### src/rtl/uart_cmd_pkg.sv
`default_nettype none
// ============================================================================
//  Module      : uart_cmd_pkg
//  Description : Definitions shared by the UART command transmit and receive
//                interfaces: packet layout, frame length and the one-hot
//                encodings of the packet assembly states.
//  Revision    : 1.0 - initial release
// ============================================================================
package uart_cmd_pkg;

    // Packet layout: byte 0 = {R/W, ADDR[6:0]}, byte 1 = DATA
    localparam int CMD_PKT_LEN   = 16;
    localparam int CMD_RW_BIT    = 15;
    localparam int CMD_ADDR_MSB  = 14;
    localparam int CMD_ADDR_LSB  = 8;
    localparam int CMD_DATA_MSB  = 7;
    localparam int CMD_DATA_LSB  = 0;

    // Start + 8 data + stop
    localparam int UART_FRAME_BITS = 10;

    // One-hot packet assembly states
    localparam logic [1:0] C_ST_WAIT_HI = 2'b01;
    localparam logic [1:0] C_ST_WAIT_LO = 2'b10;

    typedef enum logic [1:0] {
        ST_WAIT_HI = C_ST_WAIT_HI,
        ST_WAIT_LO = C_ST_WAIT_LO
    } rx_state_t;

endpackage
`default_nettype wire

### src/rtl/uart_cmd_out_reg.sv
`default_nettype none
// ============================================================================
//  Module      : uart_cmd_out_reg
//  Description : One-entry valid/ready output register for assembled command
//                packets. A new packet is taken when the register is empty or
//                is being drained in the same cycle; otherwise it is dropped
//                and a one-cycle overrun pulse is raised.
//  Ports       : clk, rst       - clock, asynchronous active-high reset
//                i_load/i_data  - packet completion strobe and packet value
//                i_ready        - consumer ready
//                o_data/o_valid - held packet and its valid flag
//                o_overrun      - 1-cycle pulse: packet dropped
//  Revision    : 1.0 - initial release
// ============================================================================
module uart_cmd_out_reg #(
    parameter int WIDTH = 16
) (
    input  logic             clk,
    input  logic             rst,
    input  logic             i_load,
    input  logic [WIDTH-1:0] i_data,
    input  logic             i_ready,
    output logic [WIDTH-1:0] o_data,
    output logic             o_valid,
    output logic             o_overrun
);

    logic [WIDTH-1:0] r_data;
    logic             r_valid;
    logic             r_overrun;
    logic             w_accept;

    // Space is available when empty, or when the held packet leaves this cycle
    assign w_accept = !r_valid || i_ready;

    always_ff @(posedge clk or posedge rst) begin
        if (rst) begin
            r_data    <= '0;
            r_valid   <= 1'b0;
            r_overrun <= 1'b0;
        end else begin
            r_overrun <= 1'b0;
            if (i_load && w_accept) begin
                r_data  <= i_data;
                r_valid <= 1'b1;
            end else if (i_load) begin
                // Held packet is kept untouched; the newcomer is lost
                r_overrun <= 1'b1;
            end else if (r_valid && i_ready) begin
                r_valid <= 1'b0;
            end
        end
    end

    assign o_data    = r_data;
    assign o_valid   = r_valid;
    assign o_overrun = r_overrun;

endmodule
`default_nettype wire

### src/rtl/uart_cmd_rx_if.sv
`default_nettype none
// ============================================================================
//  Module      : uart_cmd_rx_if
//  Description : Rebuilds 16-bit command packets from UART bytes (byte 0 =
//                {R/W, ADDR}, byte 1 = DATA) and presents them on a
//                valid/ready port. Flags inter-byte timeout, framing error
//                and packet overrun with registered one-cycle pulses.
//  Ports       : clk, rst                  - clock, async active-high reset
//                rx_data, rx_done, rx_err  - from the UART byte receiver
//                cmd, cmd_valid, cmd_ready - packet output handshake
//                timeout, frame_err, overrun - status pulses
//  Revision    : 1.0 - initial release
// ============================================================================
module uart_cmd_rx_if #(
    parameter int DATA_WIDTH     = 8,
    parameter int CMD_PKT_LEN    = 16,
    parameter int BPS            = 115_200,
    parameter int SYS_CLK_FREQ   = 50_000_000,
    parameter int TIMEOUT_FRAMES = 2
) (
    input  logic                   clk,
    input  logic                   rst,
    input  logic [DATA_WIDTH-1:0]  rx_data,
    input  logic                   rx_done,
    input  logic                   rx_err,
    output logic [CMD_PKT_LEN-1:0] cmd,
    output logic                   cmd_valid,
    input  logic                   cmd_ready,
    output logic                   timeout,
    output logic                   frame_err,
    output logic                   overrun
);

    import uart_cmd_pkg::*;

    // Whole-frame gap allowed between byte 0 and byte 1, in clk cycles
    localparam logic [31:0] C_TO_CYCLES =
        32'((SYS_CLK_FREQ / BPS) * UART_FRAME_BITS * TIMEOUT_FRAMES);

    rx_state_t               r_state;
    logic [31:0]             r_cnt;
    logic [DATA_WIDTH-1:0]   r_hi;
    logic                    r_timeout;
    logic                    r_frame_err;

    logic                    w_pkt_done;
    logic [CMD_PKT_LEN-1:0]  w_pkt;

    // Byte 1 completes the packet unless a framing error arrives alongside it
    assign w_pkt_done = (r_state == ST_WAIT_LO) && rx_done && !rx_err;
    assign w_pkt      = {r_hi, rx_data};

    always_ff @(posedge clk or posedge rst) begin
        if (rst) begin
            r_state     <= ST_WAIT_HI;
            r_cnt       <= '0;
            r_hi        <= '0;
            r_timeout   <= 1'b0;
            r_frame_err <= 1'b0;
        end else begin
            r_timeout   <= 1'b0;
            r_frame_err <= 1'b0;
            if (rx_err) begin
                // Framing error overrides everything and drops any half packet
                r_frame_err <= 1'b1;
                r_hi        <= '0;
                r_cnt       <= '0;
                r_state     <= ST_WAIT_HI;
            end else begin
                case (r_state)
                    ST_WAIT_HI: begin
                        if (rx_done) begin
                            r_hi    <= rx_data;
                            r_cnt   <= '0;
                            r_state <= ST_WAIT_LO;
                        end
                    end
                    ST_WAIT_LO: begin
                        if (rx_done) begin
                            // Late byte on the final count still wins
                            r_cnt   <= '0;
                            r_state <= ST_WAIT_HI;
                        end else if (r_cnt == C_TO_CYCLES - 32'd1) begin
                            r_timeout <= 1'b1;
                            r_hi      <= '0;
                            r_cnt     <= '0;
                            r_state   <= ST_WAIT_HI;
                        end else begin
                            r_cnt <= r_cnt + 32'd1;
                        end
                    end
                    default: begin
                        r_hi    <= '0;
                        r_cnt   <= '0;
                        r_state <= ST_WAIT_HI;
                    end
                endcase
            end
        end
    end

    uart_cmd_out_reg #(
        .WIDTH (CMD_PKT_LEN)
    ) u_out_reg (
        .clk       (clk),
        .rst       (rst),
        .i_load    (w_pkt_done),
        .i_data    (w_pkt),
        .i_ready   (cmd_ready),
        .o_data    (cmd),
        .o_valid   (cmd_valid),
        .o_overrun (overrun)
    );

    assign timeout   = r_timeout;
    assign frame_err = r_frame_err;

endmodule
`default_nettype wire

### config.mk
export PLATFORM = sky130hd
export DESIGN_NAME = uart_cmd_rx_if
export DESIGN_NICKNAME = d
export VERILOG_FILES = /design/src/rtl/uart_cmd_pkg.sv /design/src/rtl/uart_cmd_out_reg.sv /design/src/rtl/uart_cmd_rx_if.sv
export SDC_FILE = /design/constraint.sdc
export NUM_CORES = 1
export LEC_CHECK = 0
export CORE_ASPECT_RATIO = 1.4
export CORE_MARGIN = 8
export CORE_UTILIZATION = 52
export CTS_BUF_LIST = sky130_fd_sc_hd__clkbuf_4 sky130_fd_sc_hd__clkbuf_8
export DETAILED_ROUTE_END_ITERATION = 12
export GPL_TIMING_DRIVEN = 0
export PLACE_DENSITY_LB_ADDON = 0.12
export SLEW_MARGIN = 40
export SYNTH_ARGS = -nofsm -noshare
export SYNTH_HDL_FRONTEND = slang
export SYNTH_HIERARCHICAL = 1
export SYNTH_SLANG_ARGS = --single-unit
### constraint.sdc
create_clock -name clk -period 1.75 [get_ports clk]
set_input_delay 0.35 -clock clk [delete_from_list [all_inputs] [get_ports clk]]
set_output_delay 0.35 -clock clk [all_outputs]
set_load 0.05 [all_outputs]
==> key figures <==
Layout
  • Fin cells: 382
  • Final net count: around 320
  • Filler instances: around 410
  • Layout cells sized above 1: a little under a third
  • Post-layout util: just under 70%
  • # diodes: 0
  • Synthesis-to-finish area growth: 27.6%
  • Most frequent cells in the layout: dfrtp_1, dlygate4sd2_1, nor2_1
  • Commonest non-fill, non-tap cell in the layout: dfrtp_1

Power
  • Max IR drop VDD: ~630 µV
  • Power per cell area: between 800 and 900 nW/µm²
  • Leak pwr: approximately 1.7 nW

Place
  • Placed Cells: 354
  • Gpl congestion: about 0.79
  • Post-DP HPWL: 4.25 mm
  • Port bufs: 32

GRT
  • Vias in the first global route: about 2100
  • Largest net degree at the start of global routing: 40
  • Total track usage: between 10% and 20%
  • Overflow after GRT: 0
  • Initial antenna violation count: 0
  • First-pass GRT wire length: between 10 and 15 mm

Critical path
  • Worst-case reg-to-reg path depth: 7
  • CP Capture Type: flip-flop
  • CP Data Required Time: ~2 ns
  • Crit path launch type: flip-flop
  • Crit path cell chain: nor4_4, nand4_1, or3_4, a21oi_4, buf_4, buf_6, a21oi_1
  • Crit path max fanout: 5
  • CP max-delay cell: dfrtp_1
  • R2r setup slk: -0.20 ns
  • Worst endpoint data arrival time: about 2.2 ns
  • Critical path type: reg -> reg
  • Worst path top cell family by delay: simple AND/OR/NAND/NOR gates
  • Slowest stage delay, CP: between 0.4 and 0.5 ns
  • FF-to-FF End: r_cnt[27]
  • R2r startpoint: r_cnt[23]
  • Buffers plus inverters on the worst setup path: 2

Synth
  • Cell variety after synth: 49
  • Syn nets: about 270
  • Cells after Synth: around 250
  • Sequential share of the synthesized area: 52.8%
  • FFs w/ async S/R, synth: 100%
  • Yosys reg bits: 62
  • Post-synth EDFFs: 0
  • Syn. warnings: 6
  • Synth Flop Type: dfrtp_1
  • Avg Cell Area, Syn: about 12 µm²
  • Synthesized area: 2940 µm²

Clocking
  • CTS tree: yes
  • Clock Path Buffers: 2
  • Num CTS Buffers: 9
  • Hold-fix buffers, CTS: 0
  • Root buffer cell: clkbuf_8
  • Clk slew on worst S/H paths: around 0.08 ns
  • Clock Latency Late Sink: roughly 0.34 ns
  • H-tree depth: 3
  • CTS Sinks: 62

Min path
  • HP Class: in -> async

Floorplan
  • Initial Util: between 50% and 60%
  • Die Wd: between 70 and 80 µm
  • Overall die area: ~8400 µm²
  • Rows: 32
  • # IOs: 33
  • Area of the core: around 5500 µm²
  • Die Ht: ~110 µm

Timing
  • Final Hold Viols: 0
  • Fin. max-slew vios: 0
  • Period utilization: 112%
  • Least-Margin Pin Slew: roughly 0.67 ns
  • Final setup fails: 31
  • Maximum clock frequency: about 0.5 GHz
  • Post-route setup TNS: -5.16 ns
  • Slew headroom: between 50% and 60%
  • Final min period: 1.95 ns
  • Worst hold margin: 0.263 ns
  • Worst setup margin: -0.202 ns
  • RSZ-0062 raised after global routing: true
  • Clock skew: 0.00736 ns

Routing
  • Residual DRC: 0
  • Drt pass-1 iters: 4
  • DRT antenna net count: 0
  • Iter 0 DRT Violations: 93
  • Vias per cell: between 5 and 6
  • Routed WL: about 6.4 mm
  • Detailed-route via count: approximately 2100
  • Routed length per placed instance: around 17 µm

Outcome
  • Failing checks: negative setup slack
  • Status: finished with violations

Job
  • Max-cap viol count: 0
## what timing repair did
item / CTS / global route
setup endpoints to repair: 70 / 50
gates cloned: 2 / 0
resized for setup: 41 / 16
setup buffers: 6 / 4
pin swaps: 19 / 8
## synth_stat cells (2+ instances only)
cell,number,share of area [%]
nor3_1,6,1.0
and3_1,3,0.64
nor2_1,30,3.8
nand2_1,15,1.9
a21oi_1,2,0.34
or3_1,3,0.64
and4_1,5,1.5
mux2_2,7,2.7
and2_1,6,1.3
o21ai_0,3,0.51
xor2_1,18,5.4
buf_6,3,1.1
xnor2_1,6,1.8
inv_1,3,0.38
buf_4,3,0.77
dfrtp_1,61,52
nand4_1,10,2.1
nand3_1,15,2.6
nand3b_1,2,0.51
mux2_4,10,5.1
nor4b_1,2,0.60
a22o_1,10,3.0
nor4_1,4,0.85
## metrics by stage
| stage | power (W) | cell area, µm² | setup slack [ns] |
|---|---|---|---|
| after floorplan | 0.00185 | 2950 | -0.0170 |
| after global placement | 0.00201 | 3350 | -0.818 |
| after detailed placement | 0.00203 | 3380 | -0.844 |
| after CTS | 0.00317 | 3660 | -0.196 |
| after global routing | 0.00327 | 3750 | -0.266 |
| final | 0.00314 | 3750 | -0.202 |
## worst reg2reg max path, delay by kind of cell, from the launching register on
kind            cells  cell delay, ns
buf+inv             2            0.27
simple gates        3            0.89
flops               1            0.42
compound gates      2            0.25
## worst max path at each step
stage,start,to,slack [ns],depth (start not counted)
5_1_grt,r_cnt[10],r_cnt[12],-0.27,7
4_1_cts,r_cnt[23],r_cnt[27],-0.20,7
2_1_floorplan,r_cnt[0],r_cnt[8],-0.02,7
3_3_place_gp,rx_err,r_cnt[30],-0.82,7
6_report,r_cnt[23],r_cnt[27],-0.20,7
3_5_place_dp,rx_err,r_cnt[30],-0.84,7
## per-layer routing
| layer | up-vias | global-route usage (%) | part of all wire (%) |
|---|---|---|---|
| met5 | - | 0 | 0 |
| met4 | 0 | 8.51 | 1.8 |
| met3 | 9 | 3.00 | 4.6 |
| met2 | 39 | 26.1 | 51 |
| met1 | 1024 | 19.4 | 43 |
| li1 | 1008 | - | - |
## flip-flops by register name (all words and copies together), names as in the netlist
| name | flops |
|---|---|
| r_state | 2 |
| timeout | 1 |
| r_cnt | 32 |
| u_out_reg/o_data | 16 |
| u_out_reg/o_overrun | 1 |
| frame_err | 1 |
| r_hi | 8 |
| u_out_reg/o_valid | 1 |
## final cells by class
| class | instances | area (µm²) | area share (%) |
|---|---|---|---|
| Sequential cell | 62 | 1560 | 41.5 |
| Multi-Input combinational cell | 179 | 1410 | 37.6 |
| Timing Repair Buffer | 45 | 415 | 11.1 |
| Clock buffer | 10 | 138 | 3.67 |
| Buffer | 9 | 87.6 | 2.33 |
| Tap cell | 68 | 85.1 | 2.27 |
| Clock inverter | 6 | 46.3 | 1.23 |
| Inverter | 3 | 13.8 | 0.367 |
## where the power goes
part	total (W)	internal (W)	switching [W]
Combinational	0.000463	0.000168	0.000295
Clock	0.00116	0.000556	0.000601
Sequential	0.00153	0.00149	0.0000310
## logic make-up after synthesis
group | share of synthesized area, %
simple gates | 22.9
flops | 52.8
xor+xnor | 7.14
compound gates | 5.70
mux | 7.78
buf+inv | 3.27
fa+ha+maj | 0.425
No activity file was read; power rests on OpenSTA's default activity.
